--- src/rtl/inst_fetch_port.sv ---
// Instruction-side RAM responder: 4 byte reads per fetch, little-endian word assembly, one-cycle inst_ok.
// Optional one-entry next-word prefetch buffer enabled by defining IF_PREFETCH_EN.
module inst_fetch_port #(
  parameter int ADDR_W  = 32,
  parameter int RAM_LAT = 1
) (
  input  logic              clk,
  input  logic              rst_n,
  input  logic              rdy,
  input  logic              inst_fe,
  input  logic [ADDR_W-1:0] inst_fpc,
  output logic [31:0]       inst_o,
  output logic              inst_ok,
  output logic [ADDR_W-1:0] inst_pc,
  output logic              mem_req,
  input  logic              mem_gnt,
  output logic [ADDR_W-1:0] mem_a,
  input  logic [7:0]        mem_din,
  output logic              mem_wr
);

`ifdef IF_PREFETCH_EN
  typedef enum logic [1:0] {IDLE, FETCH, DONE, PREF} state_t;
`else
  typedef enum logic [1:0] {IDLE, FETCH, DONE} state_t;
`endif

  state_t              state;
  logic [ADDR_W-1:0]   base;
  logic [2:0]          iss_cnt;
  logic                iss_vld;
  logic [RAM_LAT-1:0]  pipe;
  logic [1:0]          cap_cnt;
  logic [23:0]         word;
  logic                abort_q;

  logic busy, flush, cap, last, hit, start, deliver;

`ifdef IF_PREFETCH_EN
  logic [ADDR_W-1:0] pf_pc;
  logic [31:0]       pf_word;
  logic              pf_valid;
  logic              wait_gnt;
  logic              promote;
`endif

  assign mem_wr = 1'b0;

  always_comb begin
    busy  = (state == FETCH);
    flush = busy && (!inst_fe || inst_fpc != base);
    hit   = 1'b0;
`ifdef IF_PREFETCH_EN
    hit     = (state == IDLE) && !abort_q && inst_fe && pf_valid && (inst_fpc == pf_pc);
    promote = (state == PREF) && inst_fe && (inst_fpc == base);
    if (state == PREF) begin
      busy  = 1'b1;
      flush = inst_fe && (inst_fpc != base);
    end
`endif
    cap     = busy && pipe[RAM_LAT-1];
    last    = cap && (cap_cnt == 2'd3);
`ifdef IF_PREFETCH_EN
    deliver = last && ((state == FETCH) || promote);
`else
    deliver = last;
`endif
    start   = (state == IDLE) && !abort_q && inst_fe && mem_gnt && !hit;
    // Held low for one cycle after an abort so the arbiter sees the release.
    mem_req = rst_n && (busy || ((state == IDLE) && inst_fe && !abort_q && !hit));
  end

  always_ff @(posedge clk or negedge rst_n) begin
    if (!rst_n) begin
      state   <= IDLE;
      base    <= '0;
      iss_cnt <= '0;
      iss_vld <= 1'b0;
      pipe    <= '0;
      cap_cnt <= '0;
      word    <= '0;
      abort_q <= 1'b0;
      inst_o  <= '0;
      inst_ok <= 1'b0;
      inst_pc <= '0;
      mem_a   <= '0;
`ifdef IF_PREFETCH_EN
      pf_pc    <= '0;
      pf_word  <= '0;
      pf_valid <= 1'b0;
      wait_gnt <= 1'b0;
`endif
    end else if (rdy) begin
      // pipe[i] marks that the address issued i+1 cycles ago returns data now.
      pipe <= RAM_LAT'({pipe, iss_vld});
      case (state)
        IDLE: begin
          abort_q <= 1'b0;
`ifdef IF_PREFETCH_EN
          if (hit) begin
            inst_ok  <= 1'b1;
            inst_o   <= pf_word;
            inst_pc  <= pf_pc;
            base     <= pf_pc;
            pf_valid <= 1'b0;
            state    <= DONE;
          end else
`endif
          if (start) begin
            base    <= inst_fpc;
            mem_a   <= inst_fpc;
            iss_cnt <= 3'd1;
            iss_vld <= 1'b1;
            cap_cnt <= 2'd0;
            state   <= FETCH;
          end
        end
        DONE: begin
          inst_ok <= 1'b0;
          state   <= IDLE;
`ifdef IF_PREFETCH_EN
          if (!inst_fe || inst_fpc == base + ADDR_W'(4)) begin
            state    <= PREF;
            base     <= base + ADDR_W'(4);
            wait_gnt <= 1'b1;
            iss_cnt  <= 3'd0;
            cap_cnt  <= 2'd0;
          end
`endif
        end
        default: begin
          if (flush) begin
            state   <= IDLE;
            mem_a   <= '0;
            iss_vld <= 1'b0;
            pipe    <= '0;
            abort_q <= 1'b1;
`ifdef IF_PREFETCH_EN
            if (state == PREF) pf_valid <= 1'b0;
`endif
          end else begin
`ifdef IF_PREFETCH_EN
            if (wait_gnt) begin
              if (mem_gnt) begin
                wait_gnt <= 1'b0;
                mem_a    <= base;
                iss_cnt  <= 3'd1;
                iss_vld  <= 1'b1;
              end
            end else
`endif
            if (iss_cnt != 3'd4) begin
              mem_a   <= base + ADDR_W'(iss_cnt);
              iss_cnt <= iss_cnt + 3'd1;
              iss_vld <= 1'b1;
            end else begin
              mem_a   <= '0;
              iss_vld <= 1'b0;
            end
            if (cap) begin
              cap_cnt <= cap_cnt + 2'd1;
              case (cap_cnt)
                2'd0:    word[7:0]   <= mem_din;
                2'd1:    word[15:8]  <= mem_din;
                2'd2:    word[23:16] <= mem_din;
                default: ;
              endcase
            end
            if (deliver) begin
              state   <= DONE;
              inst_ok <= 1'b1;
              inst_o  <= {mem_din, word};
              inst_pc <= base;
            end
`ifdef IF_PREFETCH_EN
            else if (last) begin
              pf_word  <= {mem_din, word};
              pf_pc    <= base;
              pf_valid <= 1'b1;
              state    <= IDLE;
            end else if (promote) begin
              state <= FETCH;
            end
`endif
          end
        end
      endcase
    end
  end

endmodule

--- config.mk ---
export PLATFORM = sky130hd
export DESIGN_NAME = inst_fetch_port
export DESIGN_NICKNAME = d
export VERILOG_FILES = /design/src/rtl/inst_fetch_port.sv
export SDC_FILE = /design/constraint.sdc
export NUM_CORES = 1
export LEC_CHECK = 0
export ABC_AREA = 1
export CAP_MARGIN = 20
export CORE_ASPECT_RATIO = 0.75
export CORE_UTILIZATION = 30
export CTS_CLUSTER_DIAMETER = 40
export DETAILED_ROUTE_END_ITERATION = 6
export PLACE_DENSITY = 0.59
export SETUP_SLACK_MARGIN = 0.3
export SYNTH_ARGS = -nofsm -noshare
export SYNTH_HDL_FRONTEND = slang
export SYNTH_SLANG_ARGS = --single-unit
--- constraint.sdc ---
create_clock -name clk -period 4.8 [get_ports clk]
set_input_delay 0.96 -clock clk [delete_from_list [all_inputs] [get_ports clk]]
set_output_delay 0.96 -clock clk [all_outputs]
set_load 0.05 [all_outputs]
; Yosys cells after proc, flatten, opt, wreduce, memory -nomap -nowiden
; Index checks and enable logic that the tools add are counted.
[classes]
n_addsub = 3
n_eq_ne = 10
muxes = 27
n_bitwise = 4
reduce_logical = 32
[op_table]
columns = operator, n
row1 = $mux W32, 3
row2 = $pmux W32 S2, 1
row3 = $add A32 B3 Y32, 1
row4 = $ne A32 B32 Y1, 1
row5 = $reduce_and A5 Y1, 5
row6 = $mux W2, 6
row7 = $reduce_and A3 Y1, 4
row8 = $logic_and A1 B1 Y1, 9
row9 = $mux W3, 3
row10 = $mux W1, 8
row11 = $pmux W2 S2, 2
row12 = $reduce_and A4 Y1, 2
row13 = $reduce_bool A2 Y1, 4
row14 = $eq A2 B2 Y1 const B, 3
row15 = $pmux W1 S2, 3
row16 = $pmux W3 S2, 1
row17 = $eq A2 B1 Y1 const B, 2
row18 = $logic_not A2 Y1, 2
row19 = $ne A2 B1 Y1 const B, 2
row20 = $not A1 Y1, 4
row21 = $reduce_bool A4 Y1, 1
row22 = $add A3 B1 Y3 const B, 1
row23 = $ne A3 B3 Y1 const B, 1
row24 = $add A2 B1 Y2 const B, 1
row25 = other kinds (4), 6
[word_totals]
register_bits = 163
input_bits = 45
output_inout_bits = 99

; Longest topological paths before layout
[logic_depth]
depth_word = 6
mapped_depth = 15

; Worst setup path after synthesis
; OpenSTA, ideal clock, no wires.
[synth_path]
kind = input port to output port
startpoint = input inst_fe
endpoint = output mem_req
arrival_time_ns = 1.533
required_ns = 3.840
path_slack_ns = 2.307
cell_stages = 3
path_buffers = 0
cell_sequence = inv_1 nor2_1 o211a_1
[synth_between]
elab_chain_cells = 4
[synth_rtl]
columns = element, line_no
row1 = start: declaration, 10  ; input logic inst_fe,
row2 = $logic_and A1 B1 Y1 (2 in a row), 70  ; mem_req = rst_n && (busy || ((state == IDLE) && inst_fe && !abort_q && !hit));
row3 = $logic_or A1 B1 Y1, 70
row4 = $logic_and A1 B1 Y1, 70
row5 = end: declaration, 15  ; output logic mem_req,
; No other way between the ends.

; Worst setup path after layout
; Same ends and word-level chain as after synthesis.

==> results.yml <==
run_status:
  status: "completed"
setup_path:
  crit_type: "primary input to output port"
  worstSetupStartpointType: "primary input"
  end_kind: "output port"
  worstPathArrival_ns: 2.69
  crit_fanout: 2
  cp.required_ns: 3.84
final_layout:
  antenna_cells: 0
  syn2layout_area_growth_pct: 27.19
  drive_above_1_share_pct: 5.542
  nets: 1270
  fin_cells: 1578
clock_tree:
  clk_pin_slew_worst_paths_ns: 0.07
  clk-insertion-delay-late_ns: 0.44
  hold_buffers: 0
  numCtsBuffers: 17
  cts_tree: "built"
  cts_setup_buffers: 0
  cts_resized: 0
  h-tree-depth: 4
  clockBufferDepth: 2
  clock-sinks: 163
  cts-root-buf: "clkbuf_16"
sta:
  rsz0062_at_grt: "no"
  fin_crit_sh_pct: 76.12
  slew_headroom_pct: 37.58
  hold_violations: 0
  setup_violations: 0
  slew_viol_final: 0
  worst_slew_pin_slew_ns: 0.9364
  finClkSkew_ns: 0.01361
  finalSetupTns_ns: 0
  fmax_ghz: 0.2737
  fin_crit_ns: 3.654
synth:
  netlist_top_cells_count: "368 x nand2_1, 163 x dfrtp_1, 98 x inv_1"
  yosysTopAreaCell: "dfrtp_1"
  synth.most_common_cell: "nand2_1"
  ys.flop_type: "dfrtp_1"
  synth.avg_cell_area_um2: 7.674
  synth_nets: 1150
  synth_area_leaders: "dfrtp_1 49%, nand2_1 16%, o21ai_0 4.4%"
  synth-edff-count: 0
  yosys.area.top_type_share_pct: 48.54
  synth_cell_types: 37
  netlist_instances: 1095
  yosys_warnings: 0
  syn_area_um2: 8403
  ys_seq_area_share_pct: 48.54
  synth_seq_cells: 163
  synthArstFlopShare_pct: 100.0
route:
  vias: 7658
  wl_um: 26260
  drc: 0
  wire_per_inst_um: 16.64
  antenna_left: 0
  first_pass_iters: 5
  drt_iter0_drc: 610
  viasPerCell: 4.853
power:
  power_leakage_uw: 0.005205
  power_density_nw_per_um2: 570.1
  ir_worst_vdd_uv: 331.4
global_routing:
  antenna_found_initial: 0
  first_global_vias: 7356
  grt_pass1_wl_um: 41990
  grt_max_degree: 70
  overflow: 0
  grt_usage_pct: 18.96
floorplanning:
  num_rows: 52
  initial_core_util_pct: 30.82
  die_w_um: 195.3
  die_area_um2: 28690
  core_um2: 27260
  die_h_um: 146.9
  ios: 144
worst_hold_path:
  holdCritPathClass: "flip-flop to flip-flop"
placement:
  hpwl_um: 18610
  port_buffers: 142
  place_inst: 1546
  gp_congestion: 0.9293
run:
  max_cap_viol_count: 0
-- state kept, by name, summed over array words and instances (netlist names) --
name / flops
inst_o: 32
cap_cnt: 2
iss_cnt: 3
pipe: 1
iss_vld: 1
base: 32
abort_q: 1
state: 2
word: 24
inst_pc: 32
mem_a: 32
inst_ok: 1
-- worst paths after layout --
kind	startpoint	endpoint	slack (ns)	cells after the start
min	word[5]$_DFFE_PN0P_	word[5]$_DFFE_PN0P_	0.48	2
min in group asynchronous	rst_n	inst_pc[8]$_DFFE_PN0P_	0.65	2
max reg2reg	state[0]$_DFFE_PN0P_	iss_cnt[0]$_DFFE_PN0P_	2.07	7
max	inst_fe	mem_req	1.15	5
max in group asynchronous	rst_n	inst_pc[29]$_DFFE_PN0P_	2.76	3
min reg2reg	word[5]$_DFFE_PN0P_	word[5]$_DFFE_PN0P_	0.48	2
-- routing by layer --
layer	part of all wire (%)	global-route usage [%]	vias to the layer above
li1	-	-	3733
met3	7.3	5.647	22
met5	0	0	-
met2	40	25.43	246
met1	51	28.97	3657
met4	1.1	5.039	0
-- power breakdown --
| group | internal, µW | switching [µW] |
|---|---|---|
| combinational | 815 | 1820 |
| sequential | 1680 | 324 |
| clock | 841 | 611 |
-- cell type report --
type | count | area, µm²
inverter | 105 | 394.1
clock buffer | 18 | 439.2
timing repair buffer | 154 | 1513
sequential | 163 | 4079
fill | 2772 | 16570
tap | 351 | 439.2
multi-input combinational | 774 | 3651
clock inverter | 13 | 172.7
-- cell usage in the layout, fill, tap and decap left out, types with 2 or more instances in the layout --
cell and n:
nand2_2 2, bufinv_16 3, ha_1 9, o21ai_1 3, nor2_1 95, a21oi_1 39, dfrtp_1 163, clkbuf_16 17
nand4_1 43, xnor2_1 8, xor2_1 21, nor3_1 16, o21ai_0 74, inv_2 6, inv_1 98, nand4_2 4
o21ai_2 4, nand2_1 368, or2_2 2, buf_4 12, clkdlybuf4s50_1 141, a22oi_1 4, inv_6 5, clkinvlp_4 3
nand3_1 71
-- critical path, cell delays in order --
cell and delay, ns:
clkdlybuf4s50_1 0.49, inv_1 0.07, nor2_1 0.16, o211a_1 0.20, clkdlybuf4s50_1 0.81
-- logic make-up (layout without fill, tap and decap cells) --
kind of cell             after synthesis  count (layout)  synth area share (%)
buffers and inverters                158             290                 8.011
AND/OR/NAND/NOR                      607             607                 30.72
flip-flops                           163             163                 48.54
adder cells (fa/ha/maj)               10              10                 1.578
other                                  1               1               0.04463
AO/OA/AOI/OAI                        127             127                 8.085
XOR/XNOR                              29              29                 3.023
-- through the flow --
stage	hold WS, ns	cell area, µm²	utilization (%)	worst slack [ns]	total power (µW)
2_1_floorplan	0.4503	8403	-	2.307	3772
3_3_place_gp	0.4660	10070	36.93	1.128	4594
3_5_place_dp	0.4669	10070	36.93	1.107	4625
4_1_cts	0.4850	10680	39.18	1.106	6109
5_1_grt	0.4976	10690	39.21	1.098	6493
6_report	0.4782	10690	39.21	1.146	6093
Power figures use the tool's default switching activity.
